==> src/rtl/lut_config_loader_if.sv <==
`default_nettype none
// ============================================================================
//  Module      : lut_cfg_stream_if
//  Description : Valid/ready beat stream carrying the LUT configuration
//                bitstream from the fabric config controller to the loader.
//  Revision    : 1.0 - initial release
// ============================================================================
interface lut_cfg_stream_if #(
    parameter int DATA_W = 8
) ();
    logic [DATA_W-1:0] in_data;
    logic              in_valid;
    logic              in_ready;

    // Producer side (config controller)
    modport master (output in_data, output in_valid, input in_ready);
    // Consumer side (loader)
    modport slave  (input in_data, input in_valid, output in_ready);
endinterface
`default_nettype wire

==> src/rtl/lut_config_loader.sv <==
`default_nettype none
// ============================================================================
//  Module      : lut_config_loader
//  Description : Collects BEATS bitstream beats into one CFG_W-bit config word
//                and presents it to a LUT / LUT-pair with a 1-cycle cen strobe.
//                First beat lands in the config word MSBs.
//  Options     : LUT_CFG_READBACK_EN - adds a READBACK state that streams the
//                committed config word back out, MSB beat first.
//  Revision    : 1.0 - initial release
// ============================================================================
module lut_config_loader #(
    parameter int INPUTS   = 4,
    parameter int MEM_SIZE = 2**INPUTS,
    parameter int CFG_W    = 2*MEM_SIZE,
    parameter int DATA_W   = 8
) (
    input  wire logic              cclk,
    input  wire logic              rst,
    input  wire logic              i_start,
    input  wire logic              i_abort,
    lut_cfg_stream_if.slave        s_in,
    output logic [CFG_W-1:0]       o_config_out,
    output logic                   o_cen,
    output logic                   o_busy,
    output logic                   o_done
`ifdef LUT_CFG_READBACK_EN
    ,
    input  wire logic              i_rb_req,
    output logic [DATA_W-1:0]      o_rb_data,
    output logic                   o_rb_valid,
    input  wire logic              i_rb_ready
`endif
);

    localparam int BEATS = CFG_W / DATA_W;
    localparam int CNT_W = (BEATS > 1) ? $clog2(BEATS) : 1;
    localparam logic [CNT_W-1:0] LAST_CNT = CNT_W'(BEATS - 1);

    typedef enum logic [1:0] {
        S_IDLE     = 2'd0,
        S_LOAD     = 2'd1,
        S_COMMIT   = 2'd2
`ifdef LUT_CFG_READBACK_EN
        ,
        S_READBACK = 2'd3
`endif
    } state_t;

    state_t             r_state;
    state_t             w_next;
    logic [CNT_W-1:0]   r_count;
    logic [CFG_W-1:0]   r_shift;
    logic [CFG_W-1:0]   r_config;
    logic               r_done;
    logic               w_in_ready;
    logic               w_cen;
    logic               w_busy;
    logic               w_accept;
    logic               w_last;
    logic [CFG_W-1:0]   w_word;

    // Beat acceptance and the word as it would look after shifting this beat in
    assign w_accept = s_in.in_valid && (r_state == S_LOAD);
    assign w_last   = w_accept && (r_count == LAST_CNT);
    assign w_word   = (r_shift << DATA_W) | CFG_W'(s_in.in_data);

    // State register
    always_ff @(posedge cclk or posedge rst) begin
        if (rst) begin
            r_state <= S_IDLE;
        end else begin
            r_state <= w_next;
        end
    end

    // Next-state and state-decoded outputs
    always_comb begin
        w_next     = r_state;
        w_in_ready = 1'b0;
        w_cen      = 1'b0;
        w_busy     = 1'b1;
        case (r_state)
            S_IDLE: begin
                w_busy = 1'b0;
                if (i_start) begin
                    w_next = S_LOAD;
                end
`ifdef LUT_CFG_READBACK_EN
                else if (i_rb_req) begin
                    w_next = S_READBACK;
                end
`endif
            end
            S_LOAD: begin
                w_in_ready = 1'b1;
                // abort outranks a coinciding last beat
                if (i_abort) begin
                    w_next = S_IDLE;
                end else if (w_last) begin
                    w_next = S_COMMIT;
                end
            end
            S_COMMIT: begin
                w_cen  = 1'b1;
                w_next = S_IDLE;
            end
`ifdef LUT_CFG_READBACK_EN
            S_READBACK: begin
                if (i_rb_ready && (r_count == LAST_CNT)) begin
                    w_next = S_IDLE;
                end
            end
`endif
            default: begin
                w_next = S_IDLE;
            end
        endcase
    end

    // Datapath: beat counter, assembly shift register, committed word, done pulse
    always_ff @(posedge cclk or posedge rst) begin
        if (rst) begin
            r_count  <= '0;
            r_shift  <= '0;
            r_config <= '0;
            r_done   <= 1'b0;
        end else begin
            r_done <= (r_state == S_COMMIT);
            case (r_state)
                S_IDLE: begin
                    if (i_start) begin
                        r_count <= '0;
                    end
`ifdef LUT_CFG_READBACK_EN
                    else if (i_rb_req) begin
                        // Readback reuses the shift register as its output queue
                        r_count <= '0;
                        r_shift <= r_config;
                    end
`endif
                end
                S_LOAD: begin
                    if (w_accept && !i_abort) begin
                        r_shift <= w_word;
                        r_count <= r_count + 1'b1;
                        if (w_last) begin
                            r_config <= w_word;
                        end
                    end
                end
`ifdef LUT_CFG_READBACK_EN
                S_READBACK: begin
                    if (i_rb_ready) begin
                        r_shift <= r_shift << DATA_W;
                        r_count <= r_count + 1'b1;
                    end
                end
`endif
                default: begin
                end
            endcase
        end
    end

    assign s_in.in_ready = w_in_ready;
    assign o_config_out  = r_config;
    assign o_cen         = w_cen;
    assign o_busy        = w_busy;
    assign o_done        = r_done;

`ifdef LUT_CFG_READBACK_EN
    assign o_rb_valid = (r_state == S_READBACK);
    assign o_rb_data  = (r_state == S_READBACK) ? r_shift[CFG_W-1 -: DATA_W] : '0;
`endif

endmodule
`default_nettype wire
==> src/flat_wrapper.sv <==
// flat-port wrapper written by rule: the top's interface ports become plain ports
module lut_config_loader_flat 
#(
    parameter int INPUTS   = 4,
    parameter int MEM_SIZE = 2**INPUTS,
    parameter int CFG_W    = 2*MEM_SIZE,
    parameter int DATA_W   = 8
)
  (cclk, rst, i_start, i_abort, o_config_out, o_cen, o_busy, o_done, s_in_in_data, s_in_in_valid, s_in_in_ready);
  lut_cfg_stream_if #(.DATA_W(DATA_W)) s_in_i ();
  input  wire logic cclk;
  input  wire logic rst;
  input  wire logic i_start;
  input  wire logic i_abort;
  output logic [CFG_W-1:0] o_config_out;
  output logic o_cen;
  output logic o_busy;
  output logic o_done;
  input wire logic [$bits(s_in_i.in_data)-1:0] s_in_in_data;
  input wire logic [$bits(s_in_i.in_valid)-1:0] s_in_in_valid;
  output wire logic [$bits(s_in_i.in_ready)-1:0] s_in_in_ready;
  assign s_in_i.in_data = s_in_in_data;
  assign s_in_i.in_valid = s_in_in_valid;
  assign s_in_in_ready = s_in_i.in_ready;
  lut_config_loader #(.INPUTS(INPUTS), .MEM_SIZE(MEM_SIZE), .CFG_W(CFG_W), .DATA_W(DATA_W)) u_core (.cclk(cclk), .rst(rst), .i_start(i_start), .i_abort(i_abort), .s_in(s_in_i), .o_config_out(o_config_out), .o_cen(o_cen), .o_busy(o_busy), .o_done(o_done));
endmodule
==> config.mk <==
export PLATFORM = sky130hd
export DESIGN_NAME = lut_config_loader_flat
export DESIGN_NICKNAME = d
export VERILOG_FILES = /design/src/rtl/lut_config_loader_if.sv /design/src/rtl/lut_config_loader.sv /design/src/flat_wrapper.sv
export SDC_FILE = /design/constraint.sdc
export NUM_CORES = 1
export LEC_CHECK = 0
export CAP_MARGIN = 20
export CORE_MARGIN = 5
export CORE_UTILIZATION = 30
export DETAILED_ROUTE_END_ITERATION = 6
export PLACE_DENSITY_LB_ADDON = 0.05
export SYNTH_ARGS = -nofsm -noshare
export SYNTH_HDL_FRONTEND = slang
export SYNTH_SLANG_ARGS = --single-unit
==> constraint.sdc <==
create_clock -name cclk -period 5.6 [get_ports cclk]
set_input_delay 1.12 -clock cclk [delete_from_list [all_inputs] [get_ports cclk]]
set_output_delay 1.12 -clock cclk [all_outputs]
set_load 0.1 [all_outputs]
Word-level counts from Yosys, hierarchy flattened
Cells that the tools add are included.
Word-level totals
  register bits after elaboration: 61
  output and inout port bits: 36
Operators by class
  add/sub/neg operators: 1
  bitwise logic cells: 1
  reductions and logical operators: 10
  eq/ne operators: 6
  mux-type cells: 10
Operator list (number)
  $or 32x8->32: 1
  $mux 2: 5
  $pmux 2 s2: 2
  $reduce_and 3->1: 2
  $eq 2x2->1 const B: 2
  $ne 2x2->1 const B: 2
  $reduce_and 2->1: 2
  $logic_and 1x1->1: 3
  $mux 1: 3
  $ne 3x2->1 const B: 1
  $add 2x1->2 const B: 1
  $eq 2x1->1 const B: 1
  $logic_not 2->1: 1
  $reduce_bool 2->1: 1
  $logic_not 1->1: 1

Logic depth before layout (Yosys ltp)
Gate-level depths: netlist of run 1.
  word-level depth: 6
  mapped depth: 6
  mapped depth without buffers: 4

Least setup slack after synthesis of run 1
OpenSTA, ideal clock, no wires.
  kind: register to output
  from: reg u_core.r_state[0]
  to: out o_cen
  stages on the path, launching flop included: 3
  slack: 3.474 ns
  data arrival time: 1.006 ns
  cell sequence: dfrtp_1 -> buf_6 -> and2b_2
On the way
  word-level cells in the longest chain between the ends: 2
RTL lines
  from (decl): RTL line lut_config_loader.sv:49  | state_t r_state;
  from (signal assigned): RTL line lut_config_loader.sv:72  | r_state <= w_next;
  $eq 2x2->1: RTL line lut_config_loader.sv:82  | case (r_state)
  $mux 1: RTL line lut_config_loader.sv:82
  to (decl): RTL line flat_wrapper.sv:16  | output logic o_cen;
Every way passes these cells.

Worst setup path in the final report of run 1
Same ends and word-level chain as after synthesis.

==> flow_metrics.env, run 1 <==
export IMPL_critPathCaptureType="primary output"
export IMPL_hold_buffers=0
export IMPL_cts_sinks=61
export IMPL_cp_start_kind="flip-flop"
export IMPL_place_area_um2=3040
export IMPL_netlist_top_cells_area="dfrtp_1 (60%), mux2_4 (17%), mux2_2 (10%)"
export IMPL_final_cell_mix="dfrtp_1 (61), clkdlybuf4s50_1 (48), mux2_4 (29)"
export IMPL_relSlewSlack_pct=33.7
export IMPL_seq_area_frac_synth_pct=60.4
export IMPL_synth_area_leader_cell="dfrtp_1"
export IMPL_ioPinCount=49
export IMPL_swShare_pct=35.0
export IMPL_initial_core_util_pct=30.8
export IMPL_routed_via_density=4.40
export IMPL_synth_cell_types=22
export IMPL_fin_area_um2=3270
export IMPL_die_h_um=102
export IMPL_rr_worst_depth=4
export IMPL_power_static_leakage_nw=1.46
export IMPL_clkPwrFrac_pct=27.2
export IMPL_r2r_end="u_core.o_config_out[5]$_DFFE_PP0P_"
export IMPL_worstPathRequired_ps=4480
export IMPL_power_mw=1.44
export IMPL_track_usage_pct=9.58
export IMPL_p_int_uw=934
export IMPL_die_x_um=102
export IMPL_cap_violations=0
export IMPL_critPathArrivalTime_ps=2170
export IMPL_tritoncts="done"
export IMPL_worst_hold_path_type="reg2reg"
export IMPL_fin_setup_tns_ps=0
export IMPL_yosysTopAreaCellShare_pct=60.4
export IMPL_clk_pin_slew_worst_paths_ps=70
export IMPL_power_density_nw_per_um2=440
export IMPL_clockBufferDepth=2
export IMPL_fin_nets=212
export IMPL_crit_chain="and2b_2, clkdlybuf4s50_1"
export IMPL_grt_pass1_vias=1441
export IMPL_antenna_found_initial=0
export IMPL_finClkSkew_ps=9.93
export IMPL_grt_max_degree=62
export IMPL_final_common_cell="dfrtp_1"
export IMPL_hold_violations=0
export IMPL_rows=33
export IMPL_seqCellArea_um2=1530
export IMPL_r2r_slack_ps=3600
export IMPL_min_to="u_core.o_config_out[30]$_DFFE_PP0P_"
export IMPL_synth_cell_area_um2=2530
export IMPL_dp_hpwl_mm=2.99
export IMPL_worst_setup_path_type="reg2out"
export IMPL_drive_above_1_share_pct=36.8
export IMPL_switchingPower_uw=502
export IMPL_syn_nets=158
export IMPL_overflow=0
export IMPL_multi_input_area_um2=882
export IMPL_crit_cells=2
export IMPL_cts_root_buffer="clkbuf_8"
export IMPL_die_area_um2=10400
export IMPL_setup_violations=0
export IMPL_area_growth_pct=29.2
export IMPL_whs_path_depth=1
export IMPL_insertion_delay_ps=320
export IMPL_grt_first_pass_wirelength_mm=7.36
export IMPL_drtPass1Iterations=3
export IMPL_diodes=0
export IMPL_drv_slew=0
export IMPL_drc_errors=0
export IMPL_pwr_share_seq_pct=42.6
export IMPL_rsz0062_at_grt="false"
export IMPL_r2r_start="u_core.r_state[0]$_DFFE_PP0P_"
export IMPL_port_buffers=48
export IMPL_finalCritPeriodShare_pct=58.8
export IMPL_drt_wl_total_mm=4.59
export IMPL_h_tree_depth=3
export IMPL_synth_seq_cells=61
export IMPL_wl_per_cell_um=15.0
export IMPL_timing_fmax_ghz=0.304
export IMPL_cp_num_buf_inv=1
export IMPL_first_iter_violations=11
export IMPL_cp_slowest_cell="clkdlybuf4s50_1"
export IMPL_via_count=1347
export IMPL_status="finished, final reports clean"
export IMPL_p_comb_share_pct=30.2
export IMPL_postCtsSetupBuffers=0
export IMPL_cp_max_fo=8
export IMPL_avgSynthCellArea_um2=17.6
export IMPL_slowest_delay_ps=1120
export IMPL_synthCells=144
export IMPL_coreArea_um2=8220
export IMPL_period_minus_slack_ps=3290
export IMPL_gp_congestion=0.722
export IMPL_n_fill_cell=755
export IMPL_cts_buffers=9
export IMPL_cts_resized=0
export IMPL_final_antenna_net_count=0
export IMPL_ir_drop_mv=0.162
export IMPL_yosys_warnings=0
export IMPL_cp_top_family="buffers and inverters"
export IMPL_hold_start="u_core.r_shift[22]$_DFFE_PP0P_"
export IMPL_fin_util_pct=39.7
export IMPL_worst_slew_pin_slew_ps=992
worst max-delay path by stage:
stage | start | endpoint | slack [ps]
2_1_floorplan | rst | u_core.o_config_out[0]$_DFFE_PP0P_ | 2970
3_3_place_gp | i_abort | u_core.o_config_out[11]$_DFFE_PP0P_ | 2420
3_5_place_dp | i_abort | u_core.o_config_out[12]$_DFFE_PP0P_ | 2390
4_1_cts | u_core.r_state[0]$_DFFE_PP0P_ | o_cen | 2280
5_1_grt | u_core.r_state[0]$_DFFE_PP0P_ | o_cen | 2220
6_report | u_core.r_state[0]$_DFFE_PP0P_ | o_cen | 2310
state kept, by name, summed over array words and instances (netlist names):
register,cells
u_core.r_shift,24
u_core.o_config_out,32
u_core.r_state,2
u_core.o_done,1
u_core.r_count,2
power groups by stage:
| stage | registers (mW) | logic [mW] | clock network (mW) |
|---|---|---|---|
| after floorplan | 0.803 | 0.147 | 0 |
| after global placement | 0.614 | 0.433 | 0 |
| after detailed placement | 0.622 | 0.438 | 0 |
| after CTS | 0.614 | 0.439 | 0.405 |
| after global routing | 0.627 | 0.453 | 0.424 |
| final | 0.612 | 0.433 | 0.391 |
logic make-up (layout without fill, tap and decap cells):
kind of cell / count (synthesis) / count (layout) / share of synthesized area (%)
flops: 61 / 61 / 60.4
mux: 58 / 58 / 30.1
simple gates: 11 / 11 / 3.07
buf+inv: 9 / 66 / 4.75
compound gates: 4 / 4 / 1.19
fa+ha+maj: 1 / 1 / 0.495
per-stage QoR:
step / cells / hold WS, ps / setup slack (ps)
global placement: 291 / 485 / 2420
detailed placement: 291 / 495 / 2390
CTS: 305 / 509 / 2280
floorplan: 144 / 475 / 2970
finish: 306 / 503 / 2310
global route: 306 / 521 / 2220
synthesized netlist by cell type:
master    instances
dfrtp_1          61
mux2_4           29
mux2_2           23
buf_6             5
mux2_1            5
buf_12            3
nand2_1           2
nor2_1            2
a21oi_1           1
a22o_2            1
and2b_2           1
and4b_1           1
and4bb_1          1
ha_1              1
inv_1             1
mux2i_1           1
nand3_1           1
nor2b_1           1
nor2b_4           1
o211ai_1          1
o21bai_1          1
or2_2             1
layout make-up:
type	instances	share of cell area, %
Timing Repair Buffer	51	16.0
Inverter	1	0.115
Tap cell	105	4.02
Clock buffer	13	5.17
Multi-Input combinational cell	74	27.0
Clock inverter	1	0.920
Sequential cell	61	46.7
per-layer routing:
metal  vias up  global-route usage [%]  part of all wire (%)
met3         5                    4.13                   5.8
met1       694                    12.4                    47
met5         -                       0                     0
li1        613                       -                     -
met2        35                    13.6                    45
met4         0                    4.91                   1.2
worst reg2reg max path, cell delays in order, from the launching register on:
cell and delay, ps:
dfrtp_1 480, nor2b_4 210, and4b_2 610, buf_16 250
mux2_4 330
No activity file was read; power rests on OpenSTA's default activity.
==> inputs of run 2 (changes only) <==
- clock period: 5.6 -> 2.9 ns (I/O delays scaled with it)
==> run 2 against run 1 <==
Sequential power rose by 94%. Clock skew fell by 3.0 ps. Worst setup slack got worse by 1300 ps. First-iteration DRC count rose by 150%. Combinational power rose by 89%. Clock power rose by 99%. Critical path depth did not move.
==> flow_metrics.env, run 2 (synthesis gave the netlist of run 1 again) <==
export IMPL_place_ws_ps=714
export IMPL_initial_core_util_pct=30.8
export IMPL_finClkSkew_ps=6.90
export IMPL_worst_setup_path_type="reg2out"
export IMPL_power_mw=2.79
export IMPL_critPathCaptureType="primary output"
export IMPL_overflow=0
export IMPL_worst_hold_path_type="reg2reg"
export IMPL_power_static_leakage_nw=1.54
export IMPL_drc_errors=0
export IMPL_cts_buffers=9
export IMPL_coreArea_um2=8220
export IMPL_postCtsSetupBuffers=0
export IMPL_cp_start_kind="flip-flop"
export IMPL_first_iter_violations=27
export IMPL_crit_chain="or2_2, buf_4"
export IMPL_fin_nets=212
export IMPL_ioPinCount=49
export IMPL_power_density_nw_per_um2=874
export IMPL_relSlewSlack_pct=62.4
export IMPL_track_usage_pct=9.96
export IMPL_clockBufferDepth=2
export IMPL_cap_violations=0
export IMPL_tritoncts="done"
export IMPL_period_minus_slack_ps=1920
export IMPL_die_area_um2=10400
export IMPL_h_tree_depth=3
export IMPL_timing_fmax_ghz=0.520
export IMPL_cts_sinks=61
export IMPL_drt_wl_total_mm=4.66
export IMPL_gp_congestion=0.726
export IMPL_cp_max_fo=8
export IMPL_cts_resized=0
export IMPL_ir_drop_mv=0.336
export IMPL_via_count=1361
export IMPL_seqCellArea_um2=1530
export IMPL_cts_root_buffer="clkbuf_8"
export IMPL_wl_per_cell_um=15.1
export IMPL_drv_slew=0
export IMPL_port_buffers=48
export IMPL_grt_first_pass_wirelength_mm=7.63
export IMPL_dp_hpwl_mm=3.11
export IMPL_largest_reg_flops=32
export IMPL_final_antenna_net_count=0
export IMPL_area_growth_pct=26.3
export IMPL_worstPathRequired_ps=2320
export IMPL_antenna_found_initial=0
export IMPL_final_common_cell="dfrtp_1"
export IMPL_status="finished, final reports clean"
export IMPL_hold_violations=0
export IMPL_fin_setup_tns_ps=0
export IMPL_fin_area_um2=3190
export IMPL_insertion_delay_ps=330
export IMPL_slowest_delay_ps=460
export IMPL_multi_input_area_um2=882
export IMPL_rows=33
export IMPL_die_h_um=102
export IMPL_grt_pass1_vias=1441
export IMPL_routed_via_density=4.42
export IMPL_rsz0062_at_grt="false"
export IMPL_place_area_um2=2980
export IMPL_cp_slowest_cell="dfrtp_1"
export IMPL_grt_max_degree=38
export IMPL_worst_slew_pin_slew_ps=563
export IMPL_die_x_um=102
export IMPL_final_cell_mix="dfrtp_1 (61), buf_4 (37), mux2_4 (29)"
export IMPL_clk_pin_slew_worst_paths_ps=60
export IMPL_hold_buffers=0
export IMPL_whs_ps=507
export IMPL_setup_violations=0
export IMPL_layout_setup_ws_ps=979
export IMPL_finalCritPeriodShare_pct=66.3
export IMPL_critPathArrivalTime_ps=1340
export IMPL_n_fill_cell=770
export IMPL_drtPass1Iterations=4
export IMPL_diodes=0
export IMPL_drive_above_1_share_pct=55.7
run 2: worst paths after layout:
check | from | end | slack, ps | depth (start not counted)
max | u_core.r_state[0]$_DFFE_PP0P_ | o_busy | 980 | 2
min | u_core.r_shift[17]$_DFFE_PP0P_ | u_core.o_config_out[25]$_DFFE_PP0P_ | 510 | 1
max reg2reg | u_core.r_state[0]$_DFFE_PP0P_ | u_core.o_config_out[12]$_DFFE_PP0P_ | 1220 | 4
min reg2reg | u_core.r_shift[17]$_DFFE_PP0P_ | u_core.o_config_out[25]$_DFFE_PP0P_ | 510 | 1
max in group asynchronous | rst | u_core.r_shift[5]$_DFFE_PP0P_ | 1680 | 3
min in group asynchronous | rst | u_core.o_done$_DFF_PP0_ | 620 | 2
run 2: area by class of cell:
class | instances | share of cell area [%]
Multi-Input combinational cell | 74 | 27.6
Inverter | 1 | 0.118
Clock inverter | 4 | 1.41
Tap cell | 105 | 4.12
Timing Repair Buffer | 51 | 13.7
Clock buffer | 12 | 5.17
Sequential cell | 61 | 47.8
run 2: power by group:
group | switching [mW] | internal (mW)
clock | 0.317 | 0.463
sequential | 0.141 | 1.05
combinational | 0.541 | 0.276
total | 1.00 | 1.79
run 2: per-stage QoR:
stage / instances / util [%]
2_1_floorplan: 144 / -
3_3_place_gp: 292 / 36.3
3_5_place_dp: 292 / 36.3
4_1_cts: 308 / 38.8
5_1_grt: 308 / 38.8
6_report: 308 / 38.8
run 2: layer usage:
layer  GRT usage, %  part of all wire [%]
met3           4.48                   7.0
met4           4.91                   2.5
met1           13.3                    46
met5              0                     0
met2           13.6                    45
run 2: critical path: cells and delay by family, from the launching register on:
kind / cells / cell delay (ps)
DFF: 1 / 460
and+or+nand+nor: 1 / 320
buffers and inverters: 1 / 230
==> inputs of run 3 (changes only) <==
- clock period: 2.9 -> 1.9 ns (I/O delays scaled with it)
==> run 3 against run 2 <==
Die area stayed put. Final area grew 3.3%. Total power up 46%. Worst setup slack worse by 780 ps. Non-clock buffer count grew 1. Critical path depth rose by 2. Clock power grew 22%. Clock skew down 2.6 ps. Final cell count did not move.
==> flow_metrics.env, run 3 (synthesis gave the netlist of run 1 again) <==
export IMPL_finClkSkew_ps=4.33
export IMPL_fin_area_um2=3300
export IMPL_dp_hpwl_mm=3.02
export IMPL_area_growth_pct=30.5
export IMPL_postCtsSetupBuffers=0
export IMPL_rows=33
export IMPL_initial_core_util_pct=30.8
export IMPL_clk_pin_slew_worst_paths_ps=60
export IMPL_finalCritPeriodShare_pct=89.6
export IMPL_dp_cells=293
export IMPL_tritoncts="done"
export IMPL_track_usage_pct=9.41
export IMPL_insertion_delay_ps=320
export IMPL_power_density_nw_per_um2=1240
export IMPL_port_buffers=48
export IMPL_h_tree_depth=3
export IMPL_critPathArrivalTime_ps=1910
export IMPL_overflow=0
export IMPL_period_minus_slack_ps=1700
export IMPL_die_area_um2=10400
export IMPL_power_static_leakage_nw=1.55
export IMPL_relSlewSlack_pct=78.4
export IMPL_drv_slew=0
export IMPL_whs_ps=436
export IMPL_worst_hold_path_type="in2async"
export IMPL_drtPass1Iterations=4
export IMPL_largest_reg_flops=32
export IMPL_routed_via_density=4.35
export IMPL_die_h_um=102
export IMPL_cp_max_fo=20
export IMPL_drt_wl_total_mm=4.47
export IMPL_cts_root_buffer="clkbuf_8"
export IMPL_worst_setup_path_type="reg2reg"
export IMPL_setup_violations=0
export IMPL_cts_sinks=61
export IMPL_coreArea_um2=8220
export IMPL_drive_above_1_share_pct=54.2
export IMPL_die_x_um=102
export IMPL_wl_per_cell_um=14.5
export IMPL_cp_num_buf_inv=1
export IMPL_place_area_um2=3140
export IMPL_power_mw=4.08
export IMPL_final_antenna_net_count=0
export IMPL_diodes=0
export IMPL_grt_pass1_vias=1431
export IMPL_drc_errors=0
export IMPL_hold_buffers=0
export IMPL_crit_chain="nor2b_4, and4b_2, buf_12, mux2_4"
export IMPL_cap_violations=0
export IMPL_antenna_found_initial=0
export IMPL_clockBufferDepth=2
export IMPL_critPathCaptureType="flip-flop"
export IMPL_cp_start_kind="flip-flop"
export IMPL_grt_max_degree=62
export IMPL_ir_drop_mv=0.574
export IMPL_fin_setup_tns_ps=0
export IMPL_worst_slew_pin_slew_ps=324
export IMPL_grt_first_pass_wirelength_mm=7.45
export IMPL_cts_buffers=9
export IMPL_cp_top_family="simple AND/OR/NAND/NOR gates"
export IMPL_slowest_delay_ps=470
export IMPL_rsz0062_at_grt="false"
export IMPL_cp_slowest_cell="dfrtp_1"
export IMPL_status="finished, final reports clean"
export IMPL_via_count=1341
export IMPL_instances_no_fill=308
export IMPL_ioPinCount=49
export IMPL_gp_congestion=0.716
export IMPL_worstPathRequired_ps=2100
export IMPL_timing_fmax_ghz=0.588
export IMPL_fin_nets=213
export IMPL_final_common_cell="dfrtp_1"
export IMPL_hold_violations=0
export IMPL_cts_resized=0
export IMPL_final_cell_mix="dfrtp_1 (61), mux2_4 (29), buf_4 (26)"
export IMPL_first_iter_violations=19
## run 3: changes by cell type in the layout (fill, tap and decap cells not counted), sizes merged
cell,delta
clkinv,-1
buf,+1
bufinv,-1
clkbuf,+1
## run 3: layout make-up
class / count / area (um2)
Clock buffer: 13 / 149
Fill cell: 757 / 4920
Multi-Input combinational cell: 74 / 882
Sequential cell: 61 / 1530
Clock inverter: 2 / 10.0
Tap cell: 105 / 131
Timing Repair Buffer: 52 / 596
Inverter: 1 / 3.75
## run 3: stage by stage
stage | util (%) | setup slack (ps)
after global routing | 40.1 | 139
after CTS | 40.1 | 193
after floorplan | - | -61.7
after detailed placement | 38.2 | 23.3
final | 40.1 | 198
after global placement | 38.2 | 22.7
## run 3: layer usage
| metal | track usage (%) | wire [um] |
|---|---|---|
| met3 | 3.03 | 274 |
| met4 | 5.21 | 87 |
| met5 | 0 | 0 |
| met2 | 13.4 | 1990 |
| met1 | 12.6 | 2110 |
## run 3: worst min-delay path, delay by kind of cell
family                 cells  cell delay, ps
buffers and inverters      3             770
## run 3: power breakdown
| part | switching [mW] | internal, mW |
|---|---|---|
| registers | 0.218 | 1.60 |
| clock network | 0.453 | 0.499 |
| logic | 0.828 | 0.481 |
| total | 1.50 | 2.58 |
## run 3: final timing paths
check	startpoint	endpoint	slack (ps)	depth (start not counted)
max in group asynchronous	rst	u_core.o_config_out[25]$_DFFE_PP0P_	1200	3
setup reg to reg	u_core.r_state[0]$_DFFE_PP0P_	u_core.o_config_out[30]$_DFFE_PP0P_	200	4
setup / recovery	u_core.r_state[0]$_DFFE_PP0P_	u_core.o_config_out[30]$_DFFE_PP0P_	200	4
hold reg to reg	u_core.r_shift[20]$_DFFE_PP0P_	u_core.o_config_out[28]$_DFFE_PP0P_	510	1
min in group cclk	u_core.r_shift[20]$_DFFE_PP0P_	u_core.o_config_out[28]$_DFFE_PP0P_	510	1
hold / removal	rst	u_core.o_config_out[23]$_DFFE_PP0P_	440	3
==> variant 1, RTL diff (config.mk and constraints of run 2) <==
`INPUTS` is set to 4 in 2 places; all go to 6.
--- a/src/rtl/lut_config_loader.sv
+++ b/src/rtl/lut_config_loader.sv
@@ -9,7 +9,7 @@
 //  Revision    : 1.0 - initial release
 // ============================================================================
 module lut_config_loader #(
-    parameter int INPUTS   = 4,
+    parameter int INPUTS   = 6,
     parameter int MEM_SIZE = 2**INPUTS,
     parameter int CFG_W    = 2*MEM_SIZE,
     parameter int DATA_W   = 8
--- a/src/flat_wrapper.sv
+++ b/src/flat_wrapper.sv
@@ -1,7 +1,7 @@
 // flat-port wrapper written by rule: the top's interface ports become plain ports
 module lut_config_loader_flat 
 #(
-    parameter int INPUTS   = 4,
+    parameter int INPUTS   = 6,
     parameter int MEM_SIZE = 2**INPUTS,
     parameter int CFG_W    = 2*MEM_SIZE,
     parameter int DATA_W   = 8
Ports: changed (resized o_config_out); port bits go from 49 to 145. The function was not compared with the original's and may differ.
==> variant 1 against run 2 <==
- synthesized cell count rose to 5.6 times the old value
- utilization down 0.49 points
- total power rose to 2.9 times the old value
- area after synthesis rose to 3.8 times the old value
- wire length rose to 4.9 times the old value
- highest routed layer unchanged
- setup slack worse by 0.34 ns
- die area rose to 3.5 times the old value
- final cell count rose to 4.5 times the old value
- design area rose to 3.8 times the old value
- first-iteration DRC count rose to 10 times the old value
- critical path type unchanged
- clock power rose to 4.2 times the old value
- sequential power rose to 3.5 times the old value
- sequential cell count up 194
==> variant 1: results (changes against run 2) <==
Status
  • Status: complete, no violations (unchanged)

Critical path
  • Slowest stage delay, CP: 0.56 ns (was 0.46 ns)
  • CP Data Arrival Time: 1.68 ns (was 1.34 ns)
  • Reg-to-Reg End: u_core.o_config_out[68]$_DFFE_PP0P_ (was u_core.o_config_out[12]$_DFFE_PP0P_)
  • Crit Path Max Fanout: 11 (was 8)
  • R2r setup slk: 0.83 ns (was 1.22 ns)
  • Reg2reg path depth: 4 (unchanged)

Synth
  • Most frequent cells after synthesis: nand2_1 (360), dfrtp_1 (255), mux2_1 (129), buf_2 (15) (was dfrtp_1 (61), mux2_4 (29), mux2_2 (23), buf_6 (5), mux2_1 (5))
  • Post-synthesis xor/xnor area fraction: 0.09073% (was 0%)
  • Compound-Gate Fraction of Synth Area: 0.5444% (was 1.188%)
  • Sequential area share after synthesis: 66.10% (was 60.40%)
  • Post-Synth Adder-Cell Area: 0.1296% (was 0.4950%)
  • Yosys cell types: 28 (was 22)
  • Multiplexer area fraction after synthesis: 15.05% (was 30.10%)
  • Mapped Cells: 813 (was 144)
  • Largest cells by area after synthesis: dfrtp_1 (66%), mux2_1 (15%), nand2_1 (14%) (was dfrtp_1 (60%), mux2_4 (17%), mux2_2 (10%))
  • Yosys warning total: 0 (unchanged)
  • Syn nets: 827 (was 158)

Place
  • Port Buffers: 144 (was 48)
  • Placed cell areas: 11300 um^2 (was 2982 um^2)
  • DP Cell Count: 1330 (was 292)
  • HPWL after detailed placement: 14060 um (was 3107 um)
  • Dpl ws: 0.2467 ns (was 0.7144 ns)
  • GP Congestion: 0.6846 (was 0.7256)

Route
  • Average wire per standard cell: 16.57 um (was 15.14 um)
  • Initial DRC Count: 282 (was 27)
  • Drt pass-1 iters: 4 (unchanged)
  • Drt total wl: 22810 um (was 4664 um)
  • Via count: 6072 (was 1361)

Cells and area
  • Max reg flops: 128 (was 32)
  • Fraction of layout instances using a drive strength above 1: 19.40% (was 55.67%)
  • Final #Nets: 973 (was 212)
  • N_diodes: 0 (unchanged)

Clock tree
  • Clk buf depth: 3 (was 2)
  • Clk Latency, worst-skew pair: 0.53 ns (was 0.33 ns)
  • CTS buffer count: 29 (was 9)
  • Number of H-tree levels: 1 (was 3)
  • Root buf cell: clkbuf_16 (was clkbuf_8)
  • PostCTS Resize Cnt: 0 (unchanged)
  • Clock Pin Slew Worst Setup and Hold Paths: 0.06 ns (about the same)

Min path
  • Worst Hold Class: input port to asynchronous set/reset pin (was flop to flop)

Power and ir drop
  • Cell leakage power: 6.731 nW (was 1.539 nW)
  • Max VDD drop: 0.3909 mV (was 0.3361 mV)

Timing
  • Clock Skews: 0.008104 ns (was 0.006902 ns)
  • Slew margin rel.: 70.84% (was 62.38%)
  • Min Hold Slack: 0.3730 ns (was 0.5070 ns)

Global routing
  • GRT Overall Usage: 12.73% (was 9.958%)
  • Largest net degree at the start of global routing: 76 (was 38)
  • Vias in the first global route: 6429 (was 1441)
  • First-pass GRT wire length: 37430 um (was 7631 um)
==> variant 1: cell types whose count changed after synthesis, moves of 11 or more <==
| cell | before | now |
|---|---|---|
| mux2_4 | 29 | 0 |
| mux2_1 | 5 | 129 |
| nand2_1 | 2 | 360 |
| clkbuf_1 | 0 | 11 |
| mux2_2 | 23 | 0 |
| buf_2 | 0 | 15 |
| dfrtp_1 | 61 | 255 |
==> variant 1: how the worst max path moves through the flow <==
stage	endpoint	slack (ns)	cells after the start
floorplan	u_core.o_config_out[0]$_DFFE_PP0P_	-1.04	1
global placement	u_core.o_config_out[77]$_DFFE_PP0P_	0.27	5
detailed placement	u_core.o_config_out[68]$_DFFE_PP0P_	0.25	5
CTS	s_in_in_ready	0.58	2
global route	s_in_in_ready	0.52	2
finish	s_in_in_ready	0.64	2
==> variant 1: power by group <==
part / leakage [nW] / switching, mW / total (mW) / internal [mW]
logic: 2.81 / 0.345 / 0.552 / 0.207
clock network: 0.409 / 1.39 / 3.30 / 1.91
registers: 3.52 / 0.296 / 4.20 / 3.90
total: 6.73 / 2.03 / 8.05 / 6.02
==> variant 1: critical path, delay by kind of cell (launching register included) <==
kind | cells | cell delay [ns]
DFF | 1 | 0.56
buffers and inverters | 1 | 0.32
and+or+nand+nor | 1 | 0.27
==> variant 1: metal layers <==
metal	vias to the layer above	part of all wire (%)	global-route usage, %	wire length, um
li1	2891	-	-	-
met1	3052	46	17.64	10590
met2	103	47	20.44	10610
met3	26	5.3	3.319	1213
met4	0	1.7	2.421	396
met5	-	0	0	0
==> variant 1: area by class of cell <==
class | instances | area (um^2)
repair buffers | 158 | 1379
well taps | 402 | 503.0
flip-flops and latches | 255 | 6381
inverters | 1 | 7.507
fillers | 3153 | 19500
multi-input cells | 514 | 3027
clock inverters | 4 | 22.52
clock buffers | 42 | 814.5
==> variant 2, RTL diff (flow settings as in run 2) <==
Without the edit above. The 3 states of `state_t` get a one-hot encoding in 3 bits.
--- a/src/rtl/lut_config_loader.sv
+++ b/src/rtl/lut_config_loader.sv
@@ -36,10 +36,10 @@
     localparam int CNT_W = (BEATS > 1) ? $clog2(BEATS) : 1;
     localparam logic [CNT_W-1:0] LAST_CNT = CNT_W'(BEATS - 1);
 
-    typedef enum logic [1:0] {
-        S_IDLE     = 2'd0,
-        S_LOAD     = 2'd1,
-        S_COMMIT   = 2'd2
+    typedef enum logic [2:0] {
+        S_IDLE     = 3'b001,
+        S_LOAD     = 3'b010,
+        S_COMMIT   = 3'b100
 `ifdef LUT_CFG_READBACK_EN
         ,
         S_READBACK = 2'd3
Behaviour: same outputs for any inputs over 10 cycles, from zero or initial values and one cycle with rst high; not proved beyond that.
==> variant 2 against run 2 <==
- setup slack worse by 0.067 ns
- final cell count is 0.65% lower
- synthesized cell count shrank 0.69%
- area after synthesis shrank 5.5%
- maximum frequency fell by 3.4%
- design area fell by 5.1%
- first-iteration DRC count decreased by 26%
- clock skew is 0.0012 ns higher
- sequential cell count is 1 higher
- global-route usage shrank 0.67 points
- wire length down 9.9%
- highest routed layer unchanged
Power is not compared: it rests on default switching activity, and its combinational part moved more than twofold at a synthesized area within 25%.
==> variant 2: results (changes against run 2) <==
Global routing
  • Largest net degree at the start of global routing: 37 (was 38)
  • First-pass GRT wire length: 7217 um (was 7631 um)
  • GRT Overall Usage: 9.291% (was 9.958%)
  • Initial antenna violation count: 0 (unchanged)
  • Vias in the first global route: 1447 (was 1441)

Critical path
  • Slowest cell on crit path: clkdlybuf4s50_1 (was dfrtp_1)
  • CP Data Arrival Time: 2.20 ns (was 1.34 ns)
  • Crit Path Max Fanout: 26 (was 8)
  • Slowest stage delay, CP: 0.44 ns (was 0.46 ns)

Clock tree
  • PostCTS Resize Cnt: 0 (unchanged)
  • Root buf cell: clkbuf_8 (unchanged)
  • Clk Latency, worst-skew pair: 0.33 ns (about the same)
  • Number of H-tree levels: 3 (unchanged)
  • CTS buffer count: 9 (unchanged)
  • Clk buf depth: 2 (unchanged)
  • Number of setup buffers added after CTS: 0 (unchanged)
  • Clock Pin Slew Worst Setup and Hold Paths: 0.06 ns (about the same)

Route
  • Initial DRC Count: 20 (was 27)
  • Drt via density: 4.261 (was 4.419)
  • Drt total wl: 4203 um (was 4664 um)
  • Drt pass-1 iters: 4 (unchanged)

Synth
  • Post-synth top flop: dfrtp_1 (unchanged)
  • Yosys warning total: 0 (unchanged)
  • Largest cells by area after synthesis: dfrtp_1 (64%), mux2_2 (26%), buf_6 (1.9%) (was dfrtp_1 (60%), mux2_4 (17%), mux2_2 (10%))
  • Syn nets: 157 (was 158)
  • Yosys cell types: 16 (was 22)
  • Yosys top cell by area: dfrtp_1 (unchanged)
  • Most frequent cells after synthesis: dfrtp_1 (61), mux2_2 (56), nand2_1 (7), buf_6 (4) (was dfrtp_1 (61), mux2_4 (29), mux2_2 (23), buf_6 (5), mux2_1 (5))
  • Sequential area share after synthesis: 65.04% (was 60.40%)
  • Ys async rst share: 100.0% (unchanged)

Cells and area
  • Max reg flops: 32 (unchanged)
  • Final #Nets: 214 (was 212)
  • Fraction of layout instances using a drive strength above 1: 55.39% (was 55.67%)
  • N_diodes: 0 (unchanged)
  • Synthesis-to-finish area growth: 26.83% (was 26.29%)

Timing
  • Setup TNS: 0 ns (unchanged)
  • Clock Skews: 0.008114 ns (was 0.006902 ns)
  • Worst slew pin tran: 0.7603 ns (was 0.5634 ns)

Power and ir drop
  • Max VDD drop: 0.2019 mV
  • Cell leakage power: 1.559 nW

Min path
  • Worst Hold Class: flop to flop (unchanged)

Status
  • Status: complete, no violations (unchanged)

Place
  • HPWL after detailed placement: 2889 um (was 3107 um)
  • Port Buffers: 48 (unchanged)
  • GP Congestion: 0.7088 (was 0.7256)
## variant 2: cell types whose count changed after synthesis, sizes merged, moves of 2 or more
cell	change
nand2	+6
buf	-3
nor2b	-2
nor3b	+2
## variant 2: final timing paths
path | from | slack [ns] | end | depth (start not counted)
setup / recovery | i_abort | 0.91 | u_core.r_shift[16]$_DFFE_PP0P_ | 4
hold reg to reg | u_core.r_count[0]$_DFFE_PP0P_ | 0.48 | u_core.r_count[0]$_DFFE_PP0P_ | 1
min in group asynchronous | rst | 0.72 | u_core.o_config_out[19]$_DFFE_PP0P_ | 2
max in group asynchronous | rst | 1.47 | u_core.o_config_out[4]$_DFFE_PP0P_ | 3
hold / removal | u_core.r_count[0]$_DFFE_PP0P_ | 0.48 | u_core.r_count[0]$_DFFE_PP0P_ | 1
setup reg to reg | u_core.r_state[2]$_DFFE_PP0P_ | 1.12 | u_core.r_shift[16]$_DFFE_PP0P_ | 3
## variant 2: kinds of logic (layout without fill, tap and decap cells)
| logic type | Yosys count | count (layout) | synth area share [%] |
|---|---|---|---|
| adder cells (fa/ha/maj) | 1 | 1 | 0.5240 |
| buffers and inverters | 7 | 68 | 2.935 |
| AND/OR/NAND/NOR | 15 | 15 | 4.245 |
| multiplexers | 58 | 58 | 27.25 |
| flip-flops | 62 | 62 | 65.04 |
## variant 2: layout make-up
cell class              count  area, um^2
clock buffers              13       138.9
repair buffers             52       420.4
flip-flops and latches     62        1553
well taps                 102       127.6
fillers                   748        4700
multi-input cells          74       774.5
inverters                   1       3.754
clock inverters             2       10.01
## variant 2: routing by layer
layer	track usage [%]	vias to the layer above	share of wire, %
li1	-	614	-
met1	12.18	647	46
met2	13.22	34	45
met3	3.506	9	6.0
met4	5.042	0	2.6
met5	0	-	0
## variant 2: through the flow
stage / instance area, um^2 / util [%] / total power [mW] / instances / setup WS [ns]
after floorplan: 2397 / - / 1.311 / 143 / 0.6360
after global placement: 2879 / 37.26 / 1.387 / 291 / 0.5811
after detailed placement: 2879 / 37.26 / 1.400 / 291 / 0.5461
after CTS: 3028 / 39.18 / 2.017 / 306 / 0.8888
after global routing: 3028 / 39.18 / 2.090 / 306 / 0.8093
final: 3028 / 39.18 / 1.977 / 306 / 0.9112
## variant 2: worst max-delay path, delay by kind of cell
family                 cells  cell delay [ns]
and+or+nand+nor            2             0.74
buffers and inverters      1             0.44
muxes                      1             0.42
## variant 2: power breakdown
group          internal (mW)  switching, mW
combinational          0.143          0.123
sequential              1.01         0.0987
clock                  0.304          0.297
total                   1.46          0.519
